<file path="src/rtl/guess_game_ctrl.sv">
//==============================================================================
// Module      : guess_game_ctrl
// Description : Number-guessing game sequencer (READY/GUESS/RESULT) with button
//               sync, LFSR target source and result-hold timeout.
//               Optional wrong-guess limit enabled by defining GUESS_LIMIT_EN.
// Revision    : 1.0 - initial release
//==============================================================================
`default_nettype none

module guess_game_ctrl #(
    parameter int         RESULT_HOLD = 50_000_000,
    parameter int         MAX_GUESSES = 5,
    parameter logic [7:0] LFSR_SEED   = 8'hA5
) (
    input  logic       clk,
    input  logic       reset,
    input  logic       btn_start,
    input  logic       btn_guess,
    input  logic [3:0] sw_guess,
    output logic [1:0] state,
    output logic [3:0] target,
    output logic [3:0] last_guess,
    output logic       hi,
    output logic       lo,
    output logic       win,
    output logic       lose,
    output logic [3:0] guess_cnt
);

    localparam int                  c_HOLD_W    = (RESULT_HOLD > 2) ? $clog2(RESULT_HOLD) : 1;
    localparam logic [c_HOLD_W-1:0] c_HOLD_LAST = c_HOLD_W'(RESULT_HOLD - 1);

    typedef enum logic [1:0] {
        S_READY  = 2'b00,
        S_GUESS  = 2'b01,
        S_RESULT = 2'b10
    } state_t;

    if (RESULT_HOLD < 2 || MAX_GUESSES < 1 || MAX_GUESSES > 15 || LFSR_SEED == 8'h00) begin : g_param_check
        $error("guess_game_ctrl: parameter out of range");
    end

    logic                r_start_meta, r_start_sync, r_start_prev;
    logic                r_guess_meta, r_guess_sync, r_guess_prev;
    logic [7:0]          r_lfsr;
    state_t              r_state;
    logic [3:0]          r_target, r_last_guess, r_guess_cnt;
    logic                r_hi, r_lo, r_win, r_lose;
    logic [c_HOLD_W-1:0] r_hold;

    logic                w_start_pulse, w_guess_pulse, w_lfsr_fb, w_limit_hit;
    logic [4:0]          w_cnt_inc;
    logic [3:0]          w_cnt_sat;
    state_t              w_state_nxt;
    logic [3:0]          w_target_nxt, w_last_nxt, w_cnt_nxt;
    logic                w_hi_nxt, w_lo_nxt, w_win_nxt, w_lose_nxt;
    logic [c_HOLD_W-1:0] w_hold_nxt;

    assign w_start_pulse = r_start_sync & ~r_start_prev;
    assign w_guess_pulse = r_guess_sync & ~r_guess_prev;
    // Taps 8,6,5,4 give a maximal-length sequence that never visits zero
    assign w_lfsr_fb     = r_lfsr[7] ^ r_lfsr[5] ^ r_lfsr[4] ^ r_lfsr[3];
    assign w_cnt_inc     = {1'b0, r_guess_cnt} + 5'd1;
    assign w_cnt_sat     = (&r_guess_cnt) ? r_guess_cnt : w_cnt_inc[3:0];

`ifdef GUESS_LIMIT_EN
    assign w_limit_hit = (w_cnt_inc == 5'(MAX_GUESSES));
`else
    assign w_limit_hit = 1'b0;
`endif

    always_ff @(posedge clk or posedge reset) begin
        if (reset) begin
            r_start_meta <= 1'b0;
            r_start_sync <= 1'b0;
            r_start_prev <= 1'b0;
            r_guess_meta <= 1'b0;
            r_guess_sync <= 1'b0;
            r_guess_prev <= 1'b0;
            r_lfsr       <= LFSR_SEED;
            r_state      <= S_READY;
            r_target     <= '0;
            r_last_guess <= '0;
            r_guess_cnt  <= '0;
            r_hi         <= 1'b0;
            r_lo         <= 1'b0;
            r_win        <= 1'b0;
            r_lose       <= 1'b0;
            r_hold       <= '0;
        end else begin
            r_start_meta <= btn_start;
            r_start_sync <= r_start_meta;
            r_start_prev <= r_start_sync;
            r_guess_meta <= btn_guess;
            r_guess_sync <= r_guess_meta;
            r_guess_prev <= r_guess_sync;
            r_lfsr       <= {r_lfsr[6:0], w_lfsr_fb};
            r_state      <= w_state_nxt;
            r_target     <= w_target_nxt;
            r_last_guess <= w_last_nxt;
            r_guess_cnt  <= w_cnt_nxt;
            r_hi         <= w_hi_nxt;
            r_lo         <= w_lo_nxt;
            r_win        <= w_win_nxt;
            r_lose       <= w_lose_nxt;
            r_hold       <= w_hold_nxt;
        end
    end

    always_comb begin
        w_state_nxt  = r_state;
        w_target_nxt = r_target;
        w_last_nxt   = r_last_guess;
        w_cnt_nxt    = r_guess_cnt;
        w_hi_nxt     = r_hi;
        w_lo_nxt     = r_lo;
        w_win_nxt    = r_win;
        w_lose_nxt   = r_lose;
        w_hold_nxt   = '0;
        case (r_state)
            S_READY: begin
                if (w_start_pulse) begin
                    w_state_nxt  = S_GUESS;
                    w_target_nxt = r_lfsr[3:0];
                    w_cnt_nxt    = '0;
                    {w_hi_nxt, w_lo_nxt, w_win_nxt, w_lose_nxt} = 4'b0000;
                end
            end
            S_GUESS: begin
                // Start has priority; a coincident guess is dropped
                if (w_start_pulse) begin
                    w_state_nxt = S_READY;
                    {w_hi_nxt, w_lo_nxt, w_win_nxt, w_lose_nxt} = 4'b0000;
                end else if (w_guess_pulse) begin
                    w_last_nxt = sw_guess;
                    w_cnt_nxt  = w_cnt_sat;
                    if (sw_guess == r_target) begin
                        w_state_nxt = S_RESULT;
                        w_win_nxt   = 1'b1;
                        w_hi_nxt    = 1'b0;
                        w_lo_nxt    = 1'b0;
                    end else if (w_limit_hit) begin
                        w_state_nxt = S_RESULT;
                        w_lose_nxt  = 1'b1;
                        w_hi_nxt    = 1'b0;
                        w_lo_nxt    = 1'b0;
                    end else begin
                        w_hi_nxt = (sw_guess > r_target);
                        w_lo_nxt = (sw_guess < r_target);
                    end
                end
            end
            S_RESULT: begin
                if (w_start_pulse || (r_hold == c_HOLD_LAST)) begin
                    w_state_nxt = S_READY;
                    {w_hi_nxt, w_lo_nxt, w_win_nxt, w_lose_nxt} = 4'b0000;
                end else begin
                    w_hold_nxt = r_hold + c_HOLD_W'(1);
                end
            end
            default: begin
                w_state_nxt = S_READY;
                {w_hi_nxt, w_lo_nxt, w_win_nxt, w_lose_nxt} = 4'b0000;
            end
        endcase
    end

    assign state      = r_state;
    assign target     = r_target;
    assign last_guess = r_last_guess;
    assign hi         = r_hi;
    assign lo         = r_lo;
    assign win        = r_win;
    assign lose       = r_lose;
    assign guess_cnt  = r_guess_cnt;

endmodule

`default_nettype wire

</file>
<file path="config.mk">
export PLATFORM = sky130hd
export DESIGN_NAME = guess_game_ctrl
export DESIGN_NICKNAME = d
export VERILOG_FILES = /design/src/rtl/guess_game_ctrl.sv
export SDC_FILE = /design/constraint.sdc
export NUM_CORES = 1
export LEC_CHECK = 0
export ABC_AREA = 1
export BUFFER_PORTS_ARGS = -buffer_cell sky130_fd_sc_hd__buf_2
export CAP_MARGIN = 20
export CORE_ASPECT_RATIO = 1.2
export CORE_MARGIN = 3
export CORE_UTILIZATION = 30
export CTS_BUF_LIST = sky130_fd_sc_hd__clkbuf_8
export DETAILED_ROUTE_END_ITERATION = 7
export MAX_ROUTING_LAYER = met4
export PLACE_DENSITY = 0.56
export REMOVE_ABC_BUFFERS = 1
export SETUP_SLACK_MARGIN = 0.02
export SKIP_LAST_GASP = 1
export SLEW_MARGIN = 20
export SYNTH_ARGS = -nofsm -noshare
export SYNTH_HDL_FRONTEND = slang
export SYNTH_SLANG_ARGS = --single-unit
</file>
<file path="constraint.sdc">
create_clock -name clk -period 1.7 [get_ports clk]
set_input_delay 0.085 -clock clk [delete_from_list [all_inputs] [get_ports clk]]
set_output_delay 0.085 -clock clk [all_outputs]
set_load 0.03 [all_outputs]
</file>
# [After elaboration in Yosys (flattened, before gate mapping)]
# Cells that the tools add are included.
# W data, S select, Z words.
[totals] register_bits=58 input_bits=8 output_inout_bits=18 elab_cells=79
[classes] addsub=2 order_cmp=2 n_eq_ne=12 mux=28 bitwise=8 n_reduce_logical=11
[op_table] op="$mux W26" n=2
[op_table] op="$add A26 B1 Y26 const B" n=1
[op_table] op="$eq A26 B26 Y1 const B" n=1
[op_table] op="$mux W4" n=4
[op_table] op="$mux W1" n=11
[op_table] op="$mux W2" n=5
[op_table] op="$ne A2 B2 Y1 const B" n=5
[op_table] op="$pmux W1 S3" n=3
[op_table] op="$pmux W4 S2" n=1
[op_table] op="$reduce_and A4 Y1" n=2
[op_table] op="$ne A3 B3 Y1 const B" n=2
[op_table] op="$pmux W2 S3" n=1
[op_table] op="$reduce_and A3 Y1" n=2
[op_table] op="$reduce_and A5 Y1" n=1
[op_table] op="$add A4 B1 Y4 const B" n=1
[op_table] op="$eq A4 B4 Y1" n=1
[op_table] op="$gt A4 B4 Y1" n=1
[op_table] op="$lt A4 B4 Y1" n=1
[op_table] op="$reduce_and A2 Y1" n=2
[op_table] op="$not A1 Y1" n=3
[op_table] op="$xor A1 B1 Y1" n=3
[op_table] op="$and A1 B1 Y1" n=2
[op_table] op="$eq A2 B1 Y1 const B" n=1
[op_table] op="$eq A2 B2 Y1 const B" n=1
[op_table] op="other kinds (6)" n=6

# [Depth between registers and ports, before layout]
[depth] word_depth=5 mapped_depth=11 ltp_nobuf=10

# [Least setup slack after synthesis]
# Ideal clock, no wire load.
[synth_timing] kind="register to register" startpoint="reg guess_cnt[0] (netlist name)" endpoint="reg r_target[0] (netlist: target[0])" setup_ns=0.126 arrival_ns=1.406 required_ns=1.574 setup_slack_ns=0.168 path_stages_with_launch=8 n_path_buf=1 period_less_slack_ns=1.532 path_cell_list="dfrtp_1 -> ha_1 -> nand2_1 -> o21a_1 -> nand3_1 -> buf_2 -> nand2_1 -> o21ai_0"
[synth_rtl] element="end signal, assigned" line_no="99" text="r_target <= w_target_nxt;"
[synth_rtl] element="end, declared" line_no="47" text="logic [3:0] r_target, r_last_guess, r_guess_cnt;"

# [Final worst setup path]
[layout_timing] startpoint="reg r_hold[0]" endpoint="reg r_hold[6]"
[layout_between] elab_chain_len=4 word_cells_on_any_way=5 cone_classes="add/sub: 1; eq/ne: 1; mux: 2; reduce/logical: 1"
[layout_rtl] element="start, declared" line_no="49" text="logic [c_HOLD_W-1:0] r_hold;"
[layout_rtl] element="start signal, assigned" line_no="106" text="r_hold <= w_hold_nxt;"
[layout_rtl] element="branches (longest 2 deep; another with $add A26 B1 Y26)"
[layout_rtl] element="$mux W26 *" line_no="154" text="if (w_start_pulse || (r_hold == c_HOLD_LAST)) begin"
[layout_rtl] element="$mux W26 *" line_no="120" text="case (r_state)"
[layout_rtl] element="via w_hold_nxt[6]" line_no="57" text="logic [c_HOLD_W-1:0] w_hold_nxt;"
# Mark *: on every way through the listed nets, which the timed path passes.
# A chain may end at the register's enable or synchronous reset.

==> results.txt <==
The total of warnings raised by yosys is 0. In this run the static leakage power is 1.492 nW. For this run, the post-layout net count is around 400. The first-pass GRT wire length came out at 9784 µm. The power per cell area came out at ~1100 mW/mm². The sequential area share after synthesis came out at 50.95%. Clock-pin slew was measured on the worst setup and hold paths at approximately 0.1 ns. From bottom edge to top edge, the die measures ~110 µm. The wire length per cell is 11.64 µm. Walking the worst path, the cells encountered are ha_1 -> nand3_2 -> inv_2 -> nand2_1 -> nor2_1 -> nand2_1 -> nand2_4 -> buf_4 -> nor3_1.

After legalization and detailed placement, the total HPWL measured 4420 µm. In this run the critical register-to-register path is launched from r_hold[0]$_DFF_PP0_. The maximum resistive drop on vdd is 816.7 µV. The final hold violation count is 0.

The count of standard-cell rows is 37. The clock sink total came out at 56. The number of remaining DRC errors is 0. The category of the worst setup path launch point is a flip-flop. The critical path launch point is r_hold[0]$_DFF_PP0_. TritonCTS built the clock tree. The relative area change from synthesis to final layout came out at 16.73%. By area the synthesized netlist is led by dfrtp_1 (47%), nand2_1 (11%), nor2_1 (8.8%). The largest single stage delay on the critical path is 0.38 ns.

For this design the top-level I/O count stands at 26. The worst hold path belongs to the class primary input to flip-flop. The number of pins exceeding their max-slew limit in the final report is 0.

The root buffer cell chosen for the clock tree is clkbuf_8. The async set-reset flop share out of synthesis came out at 100.0%. The clock tree buffer depth came out at 2. Synthesis produced a netlist whose cell count is 341. The largest net degree at the start of global routing came out at 57. The final weighted congestion in routability-driven placement came out at roughly 0.82. Setup repair after global routing left no endpoint under its margin.

The worst setup path is captured at a flip-flop. nand2_1 is the most common cell in the netlist. The number of fill cells came out at 927. Once layout is complete, the utilization of the core stands at 36.82%.

The critical path's most frequent cell is nand2_1. The number of storage elements in the synthesis netlist came out at 56. The commonest cells after synthesis are nand2_1 (84), nor2_1 (65), dfrtp_1 (52), inv_1 (37), nor3_1 (15).

The worst setup path is of the flip-flop to flip-flop kind. In this run, synthesis inferred 0 flip-flops with an integrated enable. The final critical path time including I/O delays and setup came out at 1.547 ns.

The number of violations reported at the end of detailed-routing iteration 0 came out at 111. Data on the critical path is required at its endpoint by roughly 1.9 ns. In this run, distinct cell masters in the synthesized netlist total 33.

The antenna violation net count after detailed routing is 0. For this run, the top clock speed supported by timing is around 0.65 GHz. The detailed-route via count came out at approximately 2,200. The initial core utilization is 31.55%.

The area of the die came out at 0.01039 mm². The global router's overall resource usage came out at 11.87%. The clock buffer count from CTS is 5. The number of cells on the worst reg-to-reg path is 9.

The later pin in the worst-skew pair is clocked with a latency of 0.32 ns. The destination of the critical timing path is r_hold[6]$_DFF_PP0_. The total area inside the core boundary comes to 0.008750 mm². The cell area after technology mapping is 0.002760 mm². The critical-path maximum fanout came out at 11. The worst flop-to-flop path endpoint is r_hold[6]$_DFF_PP0_.

Across the routed clock network, the largest skew measured is 0.008530 ns. The fraction of layout cells with a size suffix above 1 came out at a little under a fifth. The top-area cell type share of the netlist area is a little under half. The number of global-route vias before repair is 2,117. The repair_antennas step left the layout with diodes totalling 0. The count of buffers from port buffering came out at 24. The initial antenna violation count came out at 0.

The slowest stage of the critical path belongs to the cell dfrtp_1. The floorplan die width came out at roughly 94 µm. The arrival time reported for the critical path endpoint is between 1.5 and 2 ns. The cell taking the most area after synthesis is dfrtp_1. The worst hold path depth is 3. The share of the cycle needed by the critical path after routing came out at 90.97%. Global routing finished with a remaining overflow of 0. The max-capacitance violation count came out at 0.

Wires add up to 5785 µm. The flop-to-flop setup slack came out at 0.15 ns. The first detailed-routing pass took 4 iterations.

The most used flip-flop cell after synthesis is dfrtp_1. The number of H-tree levels came out at 2. Setup violations remaining at the end of the flow were counted as 0.

The number of vias per cell after detailed routing is 4.481. The flow ran to the end, and the final reports show no timing, DRC or antenna violations. In this run the mean area of a mapped cell was roughly 8.1 µm². The accumulated negative setup slack is 0 ns.
## area by class of cell
class	count	area (µm²)	share of cell area (%)
Timing Repair Buffer	36	235.2	7.301
Tap cell	117	146.4	4.544
Clock buffer	5	68.82	2.136
Clock inverter	3	20.02	0.6214
Sequential cell	56	1408	43.69
Multi-Input combinational cell	239	1187	36.85
Inverter	41	156.4	4.854
## stage by stage
step           instance area [µm²]  hold slack [ns]  cells  setup WS [ns]  total power, mW
2_1_floorplan                 2721           0.1164    336         0.1136            2.429
3_3_place_gp                  3038           0.1671    482        0.02287            2.794
3_5_place_dp                  3038           0.1655    482       0.006668            2.803
4_1_cts                       3182         0.008848    495        0.05510            3.551
5_1_grt                       3222          0.04866    497        0.03986            3.743
6_report                      3222         0.005028    497         0.1535            3.515
## registers in the layout (all words and copies together) (netlist names)
name          flops
r_guess_prev      1
target            4
r_start_meta      1
r_start_prev      1
r_hold           26
hi                1
win               1
lo                1
last_guess        4
r_lfsr            8
guess_cnt         4
r_guess_meta      1
r_guess_sync      1
r_start_sync      1
state             1
## repair_timing
| item | 4_1_cts | 5_1_grt |
|---|---|---|
| pin swaps | 0 | 1 |
| hold buffers | 5 | 0 |
| setup buffers | 0 | 2 |
| gates cloned | 0 | 0 |
| gates resized for setup | 1 | 9 |
| endpoints found under the setup margin | 3 | 24 |
| endpoints found under the hold margin | 56 | 0 |
## report_power, final
group	total [mW]	switching [mW]	internal, mW
logic	1.19	0.820	0.371
clock network	0.730	0.441	0.288
registers	1.59	0.102	1.49
total	3.52	1.36	2.15
## metal layers
metal / track usage (%) / wire length [µm] / vias up
met5: - / 0 / -
met4: 2.890 / 72 / 0
met1: 15.31 / 2703 / 1029
met3: 2.037 / 158 / 6
li1: - / - / 1157
met2: 19.42 / 2850 / 35
## worst max-delay path, delay by kind of cell (launching register included)
| family | cells | cell delay, ns |
|---|---|---|
| buf+inv | 2 | 0.27 |
| simple gates | 6 | 0.55 |
| flops | 1 | 0.38 |
| fa+ha+maj | 1 | 0.21 |
## cell families after synthesis
kind of cell,count (synthesis),synth area share (%)
buffers and inverters,46,6.980
other,1,0.1359
flip-flops,56,50.95
adder cells (fa/ha/maj),6,2.720
AO/OA/AOI/OAI,23,4.579
AND/OR/NAND/NOR,203,32.73
XOR/XNOR,6,1.904
## cells in the final DEF (no fill, tap or decap), drive strengths merged
cell type | netlist | final
and3 | 1 | 1
nor4 | 1 | 1
o21ai | 5 | 5
ha | 6 | 6
o21a | 1 | 1
nor3 | 16 | 16
dlygate4sd3 | 0 | 5
clkinv | 0 | 1
dfrtp | 52 | 52
a21oi | 12 | 12
a31oi | 3 | 3
nand4 | 8 | 8
clkbuf | 0 | 5
xor2 | 2 | 2
buf | 5 | 31
o31ai | 1 | 1
inv | 41 | 42
nor3b | 3 | 3
o21bai | 1 | 1
conb | 1 | 1
clkinvlp | 0 | 1
nand3 | 14 | 14
nor2 | 73 | 73
dfstp | 4 | 4
nand2 | 87 | 87
xnor2 | 4 | 4
## worst min-delay path by stage
stage / start / slack, ns / to
2_1_floorplan: btn_guess / 0.12 / r_guess_meta$_DFF_PP0_
3_3_place_gp: reset / 0.17 / guess_cnt[3]$_DFFE_PP0P_
3_5_place_dp: reset / 0.17 / guess_cnt[3]$_DFFE_PP0P_
4_1_cts: sw_guess[2] / 0.009 / last_guess[2]$_DFFE_PP0P_
5_1_grt: sw_guess[2] / 0.05 / last_guess[2]$_DFFE_PP0P_
6_report: sw_guess[2] / 0.005 / last_guess[2]$_DFFE_PP0P_
(Power assumes the default switching activity.)
